### src/rtl/plsgen_pkg.sv
// Shared encodings and parameter bounds for the edge-to-pulse generator.
package plsgen_pkg;

    typedef enum logic [1:0] {
        MODE_OFF  = 2'b00,
        MODE_RISE = 2'b01,
        MODE_FALL = 2'b10,
        MODE_BOTH = 2'b11
    } mode_e;

    localparam int CH_MIN       = 1;
    localparam int CH_MAX       = 32;
    localparam int SYNC_STG_MAX = 3;
    localparam int PLS_W_MIN    = 1;
    localparam int PLS_W_MAX    = 255;

    function automatic logic edge_sel(input logic [1:0] mode, input logic rise, input logic fall);
        case (mode_e'(mode))
            MODE_RISE: return rise;
            MODE_FALL: return fall;
            MODE_BOTH: return rise | fall;
            default:   return 1'b0;
        endcase
    endfunction

endpackage

### src/rtl/edge_plsgen_ch.sv
// One channel: optional synchroniser, edge qualify, pulse-stretch counter, sticky overrun.
module plsgen_ch
    import plsgen_pkg::*;
#(
    parameter int SYNC_STG = 2,
    parameter int PLS_W    = 1,
    parameter int RETRIG   = 0
) (
    input  logic       clk,
    input  logic       rst,
    input  logic       en,
    input  logic       primed,
    input  logic [1:0] mode,
    input  logic       din,
    input  logic       ovf_clr,
    output logic       pls,
    output logic       ovf
);
    localparam int             CW       = $clog2(PLS_W + 1);
    localparam logic [CW-1:0]  CNT_LOAD = CW'(PLS_W);
    localparam logic [CW-1:0]  CNT_ONE  = CW'(1);
    localparam bit             RT       = (RETRIG != 0);

    logic          s, p;
    logic [CW-1:0] cnt, cnt_next;
    logic          edge_q, ovf_set;

    generate
        if (SYNC_STG == 0) begin : g_nosync
            assign s = din;
        end else begin : g_sync
            logic [SYNC_STG-1:0] sync;
            always_ff @(posedge clk) begin
                if (rst) sync <= '0;
                else     sync <= SYNC_STG'({sync, din});
            end
            assign s = sync[SYNC_STG-1];
        end
    endgenerate

    // cnt <= 1 means the pulse ends this cycle, so a reload keeps pls high with no gap
    always_comb begin
        edge_q   = primed & en & edge_sel(mode, s & ~p, ~s & p);
        ovf_set  = 1'b0;
        cnt_next = cnt;
        if (edge_q && (cnt <= CNT_ONE || RT)) begin
            cnt_next = CNT_LOAD;
        end else begin
            ovf_set = edge_q;
            if (cnt != '0) cnt_next = cnt - CNT_ONE;
        end
    end

    always_ff @(posedge clk) begin
        if (rst) begin
            p   <= 1'b0;
            cnt <= '0;
            pls <= 1'b0;
            ovf <= 1'b0;
        end else begin
            p   <= s;
            cnt <= cnt_next;
            pls <= (cnt_next != '0);
            ovf <= ovf_set | (ovf & ~ovf_clr);
        end
    end

endmodule

### src/rtl/edge_plsgen.sv
// Multi-channel edge-to-pulse generator: CH channel instances plus a shared prime counter.
module edge_plsgen
    import plsgen_pkg::*;
#(
    parameter int CH       = 4,
    parameter int SYNC_STG = 2,
    parameter int PLS_W    = 1,
    parameter int RETRIG   = 0
) (
    input  logic            clk,
    input  logic            rst,
    input  logic            en,
    input  logic [2*CH-1:0] mode,
    input  logic [CH-1:0]   din,
    input  logic [CH-1:0]   ovf_clr,
    output logic [CH-1:0]   pls,
    output logic [CH-1:0]   ovf
);
    localparam int            PW      = 3;
    localparam logic [PW-1:0] PRIME_N = PW'(SYNC_STG + 1);

    generate
        if (CH < CH_MIN || CH > CH_MAX) begin : g_bad_ch
            $error("edge_plsgen: CH out of range");
        end
        if (SYNC_STG < 0 || SYNC_STG > SYNC_STG_MAX) begin : g_bad_sync
            $error("edge_plsgen: SYNC_STG out of range");
        end
        if (PLS_W < PLS_W_MIN || PLS_W > PLS_W_MAX) begin : g_bad_w
            $error("edge_plsgen: PLS_W out of range");
        end
        if (RETRIG != 0 && RETRIG != 1) begin : g_bad_rt
            $error("edge_plsgen: RETRIG must be 0 or 1");
        end
    endgenerate

    // Hold off edge detection until the sync chain and p hold post-reset samples
    logic [PW-1:0] prime_cnt;
    logic          primed;

    assign primed = (prime_cnt == PRIME_N);

    always_ff @(posedge clk) begin
        if (rst)          prime_cnt <= '0;
        else if (!primed) prime_cnt <= prime_cnt + PW'(1);
    end

    generate
        for (genvar i = 0; i < CH; i++) begin : g_ch
            plsgen_ch #(
                .SYNC_STG (SYNC_STG),
                .PLS_W    (PLS_W),
                .RETRIG   (RETRIG)
            ) u_ch (
                .clk      (clk),
                .rst      (rst),
                .en       (en),
                .primed   (primed),
                .mode     (mode[2*i +: 2]),
                .din      (din[i]),
                .ovf_clr  (ovf_clr[i]),
                .pls      (pls[i]),
                .ovf      (ovf[i])
            );
        end
    endgenerate

endmodule

### config.mk
export PLATFORM = sky130hd
export DESIGN_NAME = edge_plsgen
export DESIGN_NICKNAME = d
export VERILOG_FILES = /design/src/rtl/plsgen_pkg.sv /design/src/rtl/edge_plsgen_ch.sv /design/src/rtl/edge_plsgen.sv
export SDC_FILE = /design/constraint.sdc
export NUM_CORES = 1
export LEC_CHECK = 0
export ABC_AREA = 1
export BUFFER_PORTS_ARGS = -buffer_cell sky130_fd_sc_hd__buf_4
export CAP_MARGIN = 0
export CORE_MARGIN = 2
export CORE_UTILIZATION = 53
export CTS_BUF_LIST = sky130_fd_sc_hd__clkbuf_4
export DETAILED_ROUTE_END_ITERATION = 12
export GPL_TIMING_DRIVEN = 0
export PLACE_DENSITY = 0.79
export SYNTH_ARGS = -nofsm -noshare
export SYNTH_HDL_FRONTEND = slang
export SYNTH_SLANG_ARGS = --single-unit
### constraint.sdc
create_clock -name clk -period 1.2 [get_ports clk]
set_input_delay 0.12 -clock clk [delete_from_list [all_inputs] [get_ports clk]]
set_output_delay 0.12 -clock clk [all_outputs]
set_load 0.1 [all_outputs]
==> summary.md <==
| Metric | Value |
|---|---|
| R2r setup slk | 0.07 ns |
| FP Rows | 15 |
| Fin nets | a little under 200 |
| Final ANT Viol Nets | 0 |
| Delay-heaviest family, CP | buffers and inverters |
| Max VDD drop | 1.06 mV |
| Mux cell area share after synthesis | 0% |
| Crit path cell chain | buf_4 > buf_4 |
| Largest net degree at the start of global routing | 14 |
| Fin util | ~78% |
| Most common cell after layout, fill and taps aside | buf_4 |
| Drt first-iter violations | 2 |
| TNS Setup | 0 ns |
| Power Density | 1040 nW/um^2 |
| Slowest-stage cell, CP | dfxtp_1 |
| DRC | 0 |
| Antenna diodes | 0 |
| Final RePlAce weighted congestion | 0.723 |
| Synth warnings | 0 |
| Reg2reg path depth | 5 |
| Status | complete, no violations |
| Achievable frequency | just under 0.9 GHz |
| WL final | 1700 um |
| Slew Viols, Final | 0 |
| Mapped Nets | 159 |
| Most frequent cells in the layout | buf_4, inv_1, nor2_1 |
| Post-route clock skew | 0.00437 ns |
| Synthesized instance count | between 100 and 150 |
| Seq. cell area | approximately 470 sq um |
| IO Pins | 27 |
| Final Hold Vio Count | 0 |
| Sequential share of the synthesized area | 45.2% |
| Clk slew on worst S/H paths | 0.13 ns |
| Area Overhead vs Synth | 35.3% |
| CP Capture Point | ovf[3] |
| Final Non-Filler Cells | 192 |
| Cell Area, Synth | 1020 sq um |
| Global-route wire length before repair | 2550 um |
| Met1 GRT Util | 18.3% |
| RSZ-0062 raised after global routing | yes |
| Die area | 2290 sq um |
| CTS max path bufs | 2 |
| Placed cells | roughly 180 |
| Yosys reg bits | 23 |
| Share of cells above drive strength 1 | between 20% and 30% |
| Antenna violations before repair | 0 |
| Post-layout minimum cycle time | between 1 and 1.5 ns |
| Slew @ Worst Pin | 0.279 ns |
| Initial Utilization | 57.8% |
| Worst setup EP type | output pin |
| Leakage | 0.714 nW |
| Post-Synth Simple-Gate Area | 22.7% |
| Max incr delay on CP | approximately 0.35 ns |
| Avg Inst Size Synth | just under 8 sq um |
| Hold Crit Class | input pin to flop |
| WP buf/inv | 2 |
| Buffers added on ports | 26 |
| Vias | slightly above 800 |
| H-tree level count | 1 |
| GRT overflow | 0 |
| Setup violation total in the final timing report | 0 |
| Setup CP Type | flop to output pin |
| Post-place setup slack | -0.0489 ns |
| HPWL after DPL | 1240 um |
| Most frequent CP cell | buf_4 |
| Gr usage total | 16.3% |
| Drt pass-1 iters | 4 |
| Req. time, crit path | 1.08 ns |
| Synth Area in Compound Gates | less than 1% |
| Max_cap viols | 0 |
| CTS root buffer | clkbuf_4 |
| Area of the multi-input gates | between 400 and 500 sq um |
| Rel. slew slack | 81.6% |
| Clock Latency Late Sink | 0.31 ns |
| Power Total | 1.44 mW |
| Reg2reg end | prime_cnt[2] |
| Layout fillers | between 100 and 150 |
| Met2 Usage GRT | 28.3% |
| CP Depth | 2 |
| Largest family of logic cells by synthesized area | simple AND/OR/NAND/NOR gates |
| Die height | between 40 and 50 um |
| Post-synth top area cell | dfxtp_1 |
| Arr. time, crit path | around 1.0 ns |
| Core area | 1760 sq um |
| Synth Area in Adders | 12.3% |
| R2R Path Start | prime_cnt[0] |
| Yosys cell types | 11 |
| Most area-consuming cells after synthesis | dfxtp_1, ha_1, inv_1, nor2_1, nand2_1 |
| DR vias/cell | 4.21 |
| Number of global-route vias before repair | 681 |
| Setup slack after layout | 0.0436 ns |
| Average wire per standard cell | 8.83 um |
| Crit path launch | g_ch[3].u_ch.ovf |
| Met3 Usage GRT | 4.53% |
| Die width | 47.9 um |
| Gr busiest metal | met2 |
| Xor/xnor share of the synthesized area | less than 1% |
| Post-synth top area share | 45.2% |
| CP max FO | 2 |
| Clk sink count | 23 |
| CTS buffer count | 3 |
| TritonCTS clock tree | done |
| CP startpoint kind | flop |
| Tcrit/Tclk final | 96.4% |
[routing by layer]
metal,vias to the layer above,wire [um]
met1,349,682
met4,0,6
li1,439,-
met2,19,932
met3,2,73
met5,-,0
[cell usage after synthesis (all sizes together)]
master  number
inv         29
nor2        28
dfxtp       23
nand2       23
buf         10
ha          10
nor3b        4
a21oi        2
xor2         1
[cells by family after synthesis]
group                      count (synthesis)
AOI/OAI and AO/OA                          2
adders and majority gates                 10
and+or+nand+nor                           55
DFF                                       23
buffers and inverters                     39
xor gates and xnor gates                   1
[what timing repair did]
action                                  in CTS  in global routing
endpoints found under the hold margin        4                  1
hold buffers                                 4                  1
endpoints found under the setup margin       4                  5
pin swaps                                    0                  5
resized for setup                            2                  8
setup buffers                                0                  2
[worst min-delay path by stage]
stage                                        endpoint  cells past startpoint  startpoint
after floorplan                      g_ch[0].u_ch.ovf                      1  ovf_clr[0]
after global placement               g_ch[3].u_ch.ovf                      2  ovf_clr[3]
after detailed placement             g_ch[0].u_ch.ovf                      2  ovf_clr[0]
after CTS                 g_ch[3].u_ch.g_sync.sync[0]                      3      din[3]
after global routing      g_ch[2].u_ch.g_sync.sync[0]                      3      din[2]
final                     g_ch[2].u_ch.g_sync.sync[0]                      3      din[2]
[sequential cells by signal (all words and copies together) (netlist names)]
signal and count:
g_ch.u_ch.p 4, prime_cnt 3, g_ch.u_ch.ovf 4, g_ch.u_ch.g_sync.sync 8
g_ch.u_ch.pls 4
[metrics by stage]
stage / hold slack (ns) / instance area (sq um)
finish: 0.0151 / 1380
global route: 0.00992 / 1380
CTS: 0.00148 / 1330
detailed placement: 0.284 / 1250
global placement: 0.280 / 1250
floorplan: 0.196 / 1020
[worst register-to-register path, cell delays in order (launching register included)]
cell     delay, ns
dfxtp_4       0.38
ha_4          0.16
ha_4          0.18
buf_4         0.13
a21oi_1       0.14
nor2_1        0.05
[report_power, final]
| part | leakage, nW | total [mW] | internal, mW | switching, mW |
|---|---|---|---|---|
| clock | 0.0177 | 0.357 | 0.124 | 0.233 |
| sequential | 0.189 | 0.832 | 0.807 | 0.0258 |
| combinational | 0.508 | 0.249 | 0.135 | 0.115 |
| total | 0.714 | 1.44 | 1.07 | 0.373 |
[final cells by class]
cell class | instances | area share (%)
sequential | 23 | 33.7
multi-input combinational | 68 | 29.6
timing repair buffer | 33 | 19.1
inverter | 29 | 7.89
buffer | 10 | 5.44
tap | 25 | 2.27
clock buffer | 3 | 1.63
clock inverter | 1 | 0.363
No activity file was read; power rests on OpenSTA's default activity.
